[config.mk]
export PLATFORM = sky130hd
export DESIGN_NAME = tgl_hs_rx
export DESIGN_NICKNAME = d
export VERILOG_FILES = /design/src/rtl/tgl_hs_rx.sv
export SDC_FILE = /design/constraint.sdc
export NUM_CORES = 1
export LEC_CHECK = 0
export CAP_MARGIN = 40
export CORE_MARGIN = 5
export CORE_UTILIZATION = 48
export CTS_BUF_LIST = sky130_fd_sc_hd__clkbuf_4 sky130_fd_sc_hd__clkbuf_8
export DETAILED_ROUTE_END_ITERATION = 10
export PLACE_DENSITY = 0.8
export SLEW_MARGIN = 0
export SYNTH_ARGS = -nofsm -noshare
export SYNTH_HDL_FRONTEND = slang
export SYNTH_SLANG_ARGS = --single-unit
[constraint.sdc]
create_clock -name clk -period 2 [get_ports clk]
set_input_delay 0.4 -clock clk [delete_from_list [all_inputs] [get_ports clk]]
set_output_delay 0.4 -clock clk [all_outputs]
set_load 0.005 [all_outputs]
[src/rtl/tgl_hs_rx.sv]
// tgl_hs_rx -- responder end of a two-phase (toggle) request/acknowledge link.
//
// The initiator drives req_tgl from a toggle flop and holds req_data steady
// until it sees ack_tgl toggle. This block synchronizes req_tgl, detects each
// level change, and captures req_data into a small FIFO. It toggles ack_tgl
// once for every word accepted into the FIFO. A local valid/ready consumer
// drains the FIFO.
//
// Ports:
//   clk        in   single clock, rising edge
//   clr        in   synchronous active-high reset
//   req_tgl    in   request toggle, asynchronous to clk
//   req_data   in   [WIDTH] request word, stable until the matching ack
//   ack_tgl    out  acknowledge toggle, registered
//   out_valid  out  FIFO non-empty
//   out_ready  in   consumer takes the head word
//   out_data   out  [WIDTH] head-of-FIFO word, registered
//   fill       out  [$clog2(DEPTH)+1] occupied FIFO entries
//   err_sticky out  protocol-violation flag (only with TGL_HS_RX_ERR_EN)
//
// Optional build macro: TGL_HS_RX_ERR_EN adds err_sticky. The flag sets when
// a request toggle arrives while a request is already held, or when edges are
// seen on two consecutive cycles. The offending toggle is ignored.

module tgl_hs_rx #(
    parameter int WIDTH       = 8,
    parameter int DEPTH       = 2,
    parameter int SYNC_STAGES = 2
) (
    input  logic                    clk,
    input  logic                    clr,
    input  logic                    req_tgl,
    input  logic [WIDTH-1:0]        req_data,
    output logic                    ack_tgl,
    output logic                    out_valid,
    input  logic                    out_ready,
    output logic [WIDTH-1:0]        out_data,
    output logic [$clog2(DEPTH):0]  fill
`ifdef TGL_HS_RX_ERR_EN
    ,
    output logic                    err_sticky
`endif
);
    localparam int PW = $clog2(DEPTH);
    localparam int FW = PW + 1;

    typedef enum logic {IDLE, HOLD} state_t;

    logic [SYNC_STAGES-1:0] sync_q;
    logic                   req_d_q;
    logic                   req_edge;
    logic                   take_edge;
    state_t                 state_q, state_d;
    logic [WIDTH-1:0]       mem_q [DEPTH];
    logic [PW-1:0]          wptr_q, wptr_d;
    logic [PW-1:0]          rptr_q, rptr_d;
    logic [FW-1:0]          fill_q, fill_d;
    logic [WIDTH-1:0]       head_q, head_d;
    logic                   ack_q;
    logic                   valid_q;
    logic                   full;
    logic                   wr_en;
    logic                   pop;

    assign req_edge = sync_q[SYNC_STAGES-1] ^ req_d_q;
    assign full     = (fill_q == FW'(DEPTH));
    assign pop      = valid_q & out_ready;

`ifdef TGL_HS_RX_ERR_EN
    logic edge_prev_q;
    logic err_q;

    // An edge directly after another edge is a protocol violation and is dropped.
    assign take_edge = req_edge & ~edge_prev_q;

    always_ff @(posedge clk) begin
        if (clr) begin
            edge_prev_q <= 1'b0;
            err_q       <= 1'b0;
        end else begin
            edge_prev_q <= req_edge;
            if (req_edge && (state_q == HOLD || edge_prev_q)) begin
                err_q <= 1'b1;
            end
        end
    end

    assign err_sticky = err_q;
`else
    assign take_edge = req_edge;
`endif

    always_comb begin
        state_d = state_q;
        wr_en   = 1'b0;
        case (state_q)
            IDLE: begin
                if (take_edge) begin
                    if (full) begin
                        state_d = HOLD;
                    end else begin
                        wr_en = 1'b1;
                    end
                end
            end
            HOLD: begin
                // req_data is still held by the initiator, since no ack was sent.
                if (!full) begin
                    wr_en   = 1'b1;
                    state_d = IDLE;
                end
            end
            default: state_d = IDLE;
        endcase

        wptr_d = wptr_q + PW'(wr_en);
        rptr_d = rptr_q + PW'(pop);
        fill_d = fill_q + FW'(wr_en) - FW'(pop);

        // The incoming word becomes the head when it lands on the next read slot.
        if (wr_en && (wptr_q == rptr_d)) begin
            head_d = req_data;
        end else begin
            head_d = mem_q[rptr_d];
        end
    end

    always_ff @(posedge clk) begin
        if (clr) begin
            sync_q  <= '0;
            req_d_q <= 1'b0;
            state_q <= IDLE;
            wptr_q  <= '0;
            rptr_q  <= '0;
            fill_q  <= '0;
            ack_q   <= 1'b0;
            valid_q <= 1'b0;
            head_q  <= '0;
        end else begin
            sync_q  <= {sync_q[SYNC_STAGES-2:0], req_tgl};
            req_d_q <= sync_q[SYNC_STAGES-1];
            state_q <= state_d;
            wptr_q  <= wptr_d;
            rptr_q  <= rptr_d;
            fill_q  <= fill_d;
            ack_q   <= ack_q ^ wr_en;
            valid_q <= (fill_d != '0);
            head_q  <= head_d;
        end
    end

    // Storage carries data only, so it has no reset.
    always_ff @(posedge clk) begin
        if (wr_en && !clr) begin
            mem_q[wptr_q] <= req_data;
        end
    end

    assign ack_tgl   = ack_q;
    assign out_valid = valid_q;
    assign out_data  = head_q;
    assign fill      = fill_q;

endmodule

Word-level counts from Yosys, hierarchy flattened
Memories as Yosys holds them, arrays and structs flattened. A register that Yosys moved wholly into a read port is not among the register bits. Index checks and enable logic that the tools add are counted.

Register bits: 10. Bits in latches: 0. Bits in writable memories: 16. Bits in read-only memories: 0. Bits of input ports: 12. Output and inout bits: 12. Word-level logic and storage cells: 29. Memories kept: 1.

Add/subtract/negate cells: 4. $mul: 0. Div/mod/pow operators: 0. $lt $le $gt $ge: 0. Equal/unequal tests: 1. Shift-type cells: 0. Mux-type cells: 8. Bitwise logic cells: 4. Reduce and logical (&&, ||, !) cells: 3.

Memories: mem_q (depth 2, width 8, rd ports 1, clocked after memory_dff 1, wr ports 1, line 54) `logic [WIDTH-1:0] mem_q [DEPTH];`.

Operators by type and width (count): two-way mux 1 bit (6); case mux 1 bit (2 select lines) (2); adder 1 bit (2); adder 2 x 1 -> 2 bit (1); equality test 2 bit, second input constant (1); nonzero test 2 bit (1); subtractor 2 x 1 -> 2 bit (1); bitwise XOR 1 bit (2); AND 1 bit (1); logical AND 1 bit (1); logical NOT 1 bit (1); inverter 1 bit (1).

Logic depth before layout (Yosys ltp)
Gate-level depths: netlist (run 1).

Depth after elaboration: 7. Gate-level depth with buffers: 9. Depth with buffers taken out: 9.

Worst setup path after synthesis (run 1)
OpenSTA, ideal clock, no wires.

Path type: register to register. From: register fill_q[1], in the netlist fill[1]. To: register valid_q, in the netlist out_valid. Library setup time: 123 ps. Arrival time: 1836 ps. Data required time: 1877 ps. Path slack: 40 ps. Cell stages (with the launch flop): 10. Path buffers: 0. Period minus slack after synthesis: 1960 ps. Cells stage by stage: dfxtp_1 or2b_2 o21ai_2 ha_1 inv_1 ha_1 xor2_1 and2_1 nor3_1 or2_2.

Word-level cells in the longest chain between the ends: 7.

Ends and longest elaborated chain: start, declared (line 57) `logic [FW-1:0] fill_q, fill_d;`; start signal, assigned (line 145) `fill_q <= fill_d;`; equality test 2 bit (line 66) `assign full = (fill_q == FW'(DEPTH));`; two-way mux 1 bit (line 99, 108); two-way mux 1 bit (line 98) `if (take_edge) begin`; case mux 1 bit (2 select lines) (line 96) `case (state_q)`; adder 2 x 1 -> 2 bit * (line 118) `fill_d = fill_q + FW'(wr_en) - FW'(pop);`; subtractor 2 x 1 -> 2 bit * (line 118); nonzero test 2 bit * (line 147) `valid_q <= (fill_d != '0);`; end signal, assigned (line 147); end, declared (line 60) `logic valid_q;`.

Mark *: on every way between the ends. The rest lies on a longest branch, timed or not. A chain may end at the register's enable or synchronous reset.

Worst setup path in the final report (run 1)
From: register sync_q[1]. To: register valid_q, in the netlist out_valid.

Word-level cells in the longest chain between the ends: 6.

Ends and longest elaborated chain: start, declared (line 49) `logic [SYNC_STAGES-1:0] sync_q;`; start signal, assigned (line 140) `sync_q <= {sync_q[SYNC_STAGES-2:0], req_tgl};`; bitwise XOR 1 bit (line 65) `assign req_edge = sync_q[SYNC_STAGES-1] ^ req_d_q;`; two-way mux 1 bit (line 98); case mux 1 bit (2 select lines) (line 96); adder 2 x 1 -> 2 bit (line 118); subtractor 2 x 1 -> 2 bit (line 118); nonzero test 2 bit (line 147).

No other way between the ends.

==> results of run 1 <==
[cells by family (layout without fill, tap and decap cells)]
family | after synthesis | in the layout
AO/OA/AOI/OAI | 1 | 1
XOR/XNOR | 6 | 6
adder cells (fa/ha/maj) | 2 | 2
buffers and inverters | 6 | 41
flip-flops | 34 | 34
multiplexers | 16 | 16
AND/OR/NAND/NOR | 34 | 34
[cell usage in the layout, fill, tap and decap left out, types with 2 or more instances in the layout]
cell type / n
dfxtp_2: 2
mux2_4: 8
xor2_1: 3
clkbuf_4: 5
dfxtp_1: 16
nand2b_1: 16
nor2_1: 5
nor2b_1: 4
nor3_1: 3
edfxtp_1: 16
mux2i_1: 8
clkdlybuf4s50_1: 23
buf_4: 9
[cell usage after synthesis]
master	count
mux2i_1	8
clkbuf_1	2
or3b_1	1
and2_1	1
nand2b_1	16
xnor3_1	1
dfxtp_1	18
and2_4	1
o21ai_2	1
edfxtp_1	16
buf_2	1
xnor2_2	1
inv_1	1
or2b_2	1
xor2_1	4
nor2_1	5
buf_6	2
nor2b_1	4
nor3_1	3
nor3b_1	1
ha_1	2
or2_2	1
mux2_4	8
[cell type report]
class	instances	area share (%)
Clock inverter	3	0.923
Multi-Input combinational cell	59	29.8
Timing Repair Buffer	32	16.9
Sequential cell	34	47.8
Clock buffer	5	2.13
Inverter	1	0.213
Tap cell	31	2.20
[state kept, by name (all words and copies together) (netlist names)]
name / count
ack_tgl: 1
mem_q: 16
fill: 2
rptr_q: 1
state_q: 1
sync_q: 2
out_valid: 1
req_d_q: 1
wptr_q: 1
out_data: 8
[through the flow]
stage | setup TNS [ns] | hold slack, ns
5_1_grt | -0.0268 | 0.486
3_3_place_gp | -1.53 | 0.423
4_1_cts | 0 | 0.462
2_1_floorplan | 0 | 0.414
3_5_place_dp | -1.93 | 0.434
6_report | 0 | 0.459
[power by group]
part           internal [mW]  switching, mW  leakage, nW  total, mW
Combinational          0.366          0.191        0.415      0.557
Clock                  0.131          0.216       0.0286      0.346
Sequential             0.824         0.0409        0.294      0.865
Total                   1.32          0.448        0.739       1.77
[per-layer routing]
layer	share of wire, %	vias to the layer above
met3	6.3	4
li1	-	404
met5	0	-
met2	51	19
met4	1.8	0
met1	41	390
[repair_timing]
action	CTS	global route
hold buffers	0	0
setup endpoints to repair	0	1
endpoints found under the hold margin	0	0
resized for setup	0	5
setup buffers	0	2
[final timing paths]
kind	end	slack, ns	depth (start not counted)
worst min register to register	sync_q[1]$_SDFF_PP0_	0.46	1
worst max-delay path	out_valid$_SDFF_PP0_	0.06	9
worst max register to register	out_valid$_SDFF_PP0_	0.06	9
worst min-delay path	sync_q[1]$_SDFF_PP0_	0.46	1
==> flow_summary.yaml, run 1 <==
status:
  outcome: "finished clean"
cts:
  cts_root_buf: "clkbuf_4"
  clkTransAtPathRegs_ns: 0.09
  ctsLongestPathBuffers: 2
  cts_made_buffers: 5
  clk_latency_ns: 0.33
  htree_levels: 2
  cts_tree: "built"
  cts_sinks: 34
final_layout:
  multi_input_area_um2: 526
  drive_above_1_share_pct: 24.6
  area_delta_synth_final_pct: 26.6
  fin_util_pct: 63.9
  num-nets-final: 147
  fillers: 223
  fin_cells: 165
  final_cell_area_um2: 1760
  diodes: 0
  seqCellArea_um2: 843
worst_setup_path:
  timing.critical_path.from: "sync_q[1]$_SDFF_PP0_"
  critical-path-max-stage-delay_ns: 0.35
  critPathBufInv: 1
  cp-start-kind: "flip-flop"
  crit_fanout: 2
  end_kind: "flip-flop"
  cp_slowest_cell: "dfxtp_1"
  crit_required_ns: 2.22
  crit_family: "adder cells"
  r2r_start: "sync_q[1]$_SDFF_PP0_"
  path_class: "reg2reg"
  cp.arrival_ns: 2.15
  path_cells: "xor2_1, o21ai_2, ha_1, inv_1, ha_2, xor2_2, and2_1, nor3_1, or2_2"
global_route:
  overflow: 0
  grt_pass1_vias: 833
  grt.met3_usage_pct: 7.88
  grt_usage_pct: 12.4
  grt.busiest_layer: "met2"
  grt_pass1_wl_um: 3730
  grt_use_met2_pct: 19.1
  antenna_found_initial: 0
  grt_util_met1_pct: 13.4
  grt_start_max_net_pins: 28
placement:
  io_buffers: 23
  numPlacedInstances: 155
  gp_congestion: 0.682
  postPlaceCellArea_um2: 1680
  place_ws_ns: -0.220
routing:
  drc: 0
  drt-total-wl_um: 2240
  antenna_left: 0
  vias: 817
  dr.pass1.iters: 4
  post_drt_via_cell_ratio: 4.95
  wl_per_cell_um: 13.6
  drt_iter0_drc: 19
timing:
  hold_viol: 0
  finalSetupViolCount: 0
  clock.fmax_mhz: 517
  skew_ns: 0.00795
  relSlewSlack_pct: 51.4
  period_share_pct: 96.8
  maxSlewViolCount: 0
  worst_slack_ns: 0.0639
  worst_pin_slew_ns: 0.726
  period_needed_ns: 1.94
pwr:
  totalPowerFinal_mw: 1.77
  ir_drop_mv: 0.732
  p_leak_nw: 0.739
  p_per_area_nw_per_um2: 1000
synth:
  synthMuxAreaShare_pct: 14.4
  yosysTopAreaCell: "edfxtp_1"
  synth_area_per_cell_um2: 14.1
  netlist_instances: 99
  synth_top_family_by_area: "simple AND/OR/NAND/NOR gates"
  synth-simple-area-share_pct: 14.7
  ys.warnings.count: 0
  ys_top_cells_by_area: "edfxtp_1 35%, dfxtp_1 26%, mux2_4 8.6%"
  ys_types: 23
  synthesis.area_um2: 1390
  synth_nets: 113
  synth_top_area_share_pct: 34.5
  synth_fa_ha_area_share_pct: 1.80
  synth-compound-area-share_pct: 0.629
  synth-xor-area-share_pct: 5.30
  seq_area_frac_synth_pct: 60.4
  synth_seq_cells: 34
floorplan:
  rows: 19
  fp.dieW_um: 63.9
  die_h_um: 63.9
  start_util_pct: 50.5
  core_um2: 2760
  die_area_um2: 4080
  io_pins: 24
job:
  drv_cap: 0
hold_path:
  hold_class: "reg2reg"
  hp-start: "sync_q[0]$_SDFF_PP0_"
Note: power is estimated with default switching activity, not from simulation.
==> run 2, diff against run 1 <==
CORE_MARGIN = 2   (was 5)
CTS_CLUSTER_SIZE = 40   (was not set)
==> run 2 against run 1 <==
Against the previous run:
- final area increased by 3.1%
- worst hold slack improved by 0.00076 ns
- setup slack better by 0.062 ns
- routed wire length up 7.2%
- sequential cell count unchanged
- power increased by 4.2%
- sequential share of layout area is 1.3 points lower
- largest power group unchanged
==> flow_summary.yaml, run 2 (same netlist as run 1, synthesis figures left out) <==
floorplan:
  start_util_pct: 50.5
  rows: 19
  die_area_um2: 3350
  core_um2: 2760
  fp.dieW_um: 57.9
  die_h_um: 57.9
  io_pins: 24
final_layout:
  largest_register: "mem_q"
  num-nets-final: 151
  fillers: 223
  largest_register_ffs: 16
  drive_above_1_share_pct: 29.0
  layout_commonest_cell: "clkdlybuf4s50_1"
  diodes: 0
  final_cell_mix: "23 x clkdlybuf4s50_1, 16 x nand2b_1, 16 x dfxtp_1, 16 x edfxtp_1, 13 x buf_4"
  fin_util_pct: 65.9
  area_delta_synth_final_pct: 30.5
timing:
  finalSetupViolCount: 0
  hold_viol: 0
  relSlewSlack_pct: 83.3
  maxSlewViolCount: 0
  worst_pin_slew_ns: 0.250
  period_needed_ns: 1.87
  period_share_pct: 93.7
  skew_ns: 0.0106
  clock.fmax_mhz: 534
global_route:
  grt_pass1_vias: 875
  overflow: 0
  grt_start_max_net_pins: 20
  grt_usage_pct: 16.6
  grt_pass1_wl_um: 3970
  antenna_found_initial: 0
worst_setup_path:
  path_class: "reg2reg"
  path_cells: "or2b_2, o21ai_2, ha_1, inv_2, ha_4, xor2_2, and2_1, nor3_1, or2_2"
  cp-start-kind: "flip-flop"
  crit_fanout: 3
  crit_required_ns: 2.22
  cp_slowest_cell: "dfxtp_4"
  cp.arrival_ns: 2.09
  critical-path-max-stage-delay_ns: 0.35
  end_kind: "flip-flop"
placement:
  gp_congestion: 0.675
  io_buffers: 23
  dpl.hpwl_um: 1740
cts:
  cts_tree: "built"
  htree_levels: 2
  cts_made_buffers: 5
  cts_sinks: 34
  cts_root_buf: "clkbuf_4"
  clk_latency_ns: 0.33
  ctsLongestPathBuffers: 2
  clkTransAtPathRegs_ns: 0.09
  cts_hold_buf: 0
routing:
  drt-total-wl_um: 2400
  vias: 840
  post_drt_via_cell_ratio: 4.97
  antenna_left: 0
  wl_per_cell_um: 14.2
  drc: 0
  dr.pass1.iters: 4
  drt_iter0_drc: 16
status:
  outcome: "finished clean"
hold_path:
  hold_class: "reg2reg"
pwr:
  p_leak_nw: 0.763
  ir_drop_mv: 0.773
  totalPowerFinal_mw: 1.84
  p_per_area_nw_per_um2: 1010
job:
  drv_cap: 0
-- run 2: cell count changes in the layout (fill, tap and decap cells not counted), sizes merged --
cell      previous run  this run
clkbuf               5         8
clkinvlp             1         0
buf                  9        13
clkinv               2         0
-- run 2: power breakdown --
group | total, mW | leakage (nW) | internal [mW] | switching [mW]
Combinational | 0.588 | 0.432 | 0.385 | 0.203
Clock | 0.388 | 0.0368 | 0.181 | 0.207
Sequential | 0.867 | 0.295 | 0.827 | 0.0401
-- run 2: worst max-delay path: cells and delay by family, from the launching register on --
kind            cells  cell delay [ns]
simple gates        4             0.76
fa+ha+maj           2             0.38
flops               1             0.35
xor+xnor            1             0.14
compound gates      1             0.08
buf+inv             1             0.07
-- run 2: path summary, 6_finish.rpt --
path,cells past startpoint,to,from,slack (ns)
setup / recovery,9,out_valid$_SDFF_PP0_,fill[0]$_SDFF_PP0_,0.13
hold / removal,1,sync_q[1]$_SDFF_PP0_,sync_q[0]$_SDFF_PP0_,0.46
setup reg to reg,9,out_valid$_SDFF_PP0_,fill[0]$_SDFF_PP0_,0.13
hold reg to reg,1,sync_q[1]$_SDFF_PP0_,sync_q[0]$_SDFF_PP0_,0.46
-- run 2: area by class of cell --
class / count / area [µm²] / share of cell area, %
sequential: 34 / 846 / 46.6
multi-input combinational: 59 / 541 / 29.8
timing repair buffer: 36 / 328 / 18.0
clock buffer: 8 / 60.1 / 3.31
tap: 31 / 38.8 / 2.13
inverter: 1 / 3.75 / 0.207
-- run 2: through the flow --
| step | setup TNS [ns] | worst slack (ns) | area, µm² | std cells | hold WS [ns] |
|---|---|---|---|---|---|
| finish | 0 | 0.126 | 1820 | 169 | 0.460 |
| global route | -0.00138 | -0.00138 | 1820 | 169 | 0.473 |
| CTS | 0 | 0.0339 | 1780 | 168 | 0.465 |
| detailed placement | -1.14 | -0.234 | 1720 | 160 | 0.450 |
| global placement | -0.814 | -0.143 | 1720 | 160 | 0.422 |
| floorplan | 0 | 0.0402 | 1390 | 99 | 0.414 |
-- run 2: routing by layer --
metal,wire (µm),part of all wire (%),track usage (%),vias up
met2,1240,52,27.6,21
li1,-,-,-,410
met3,107,4.5,4.69,7
met1,992,41,18.6,402
met4,61,2.5,11.0,0
met5,0,0,0,-
-- run 2: repair_timing --
item / CTS / global route
buffers inserted: 0 / 1
endpoints found under the setup margin: 0 / 1
gates resized for setup: 0 / 8
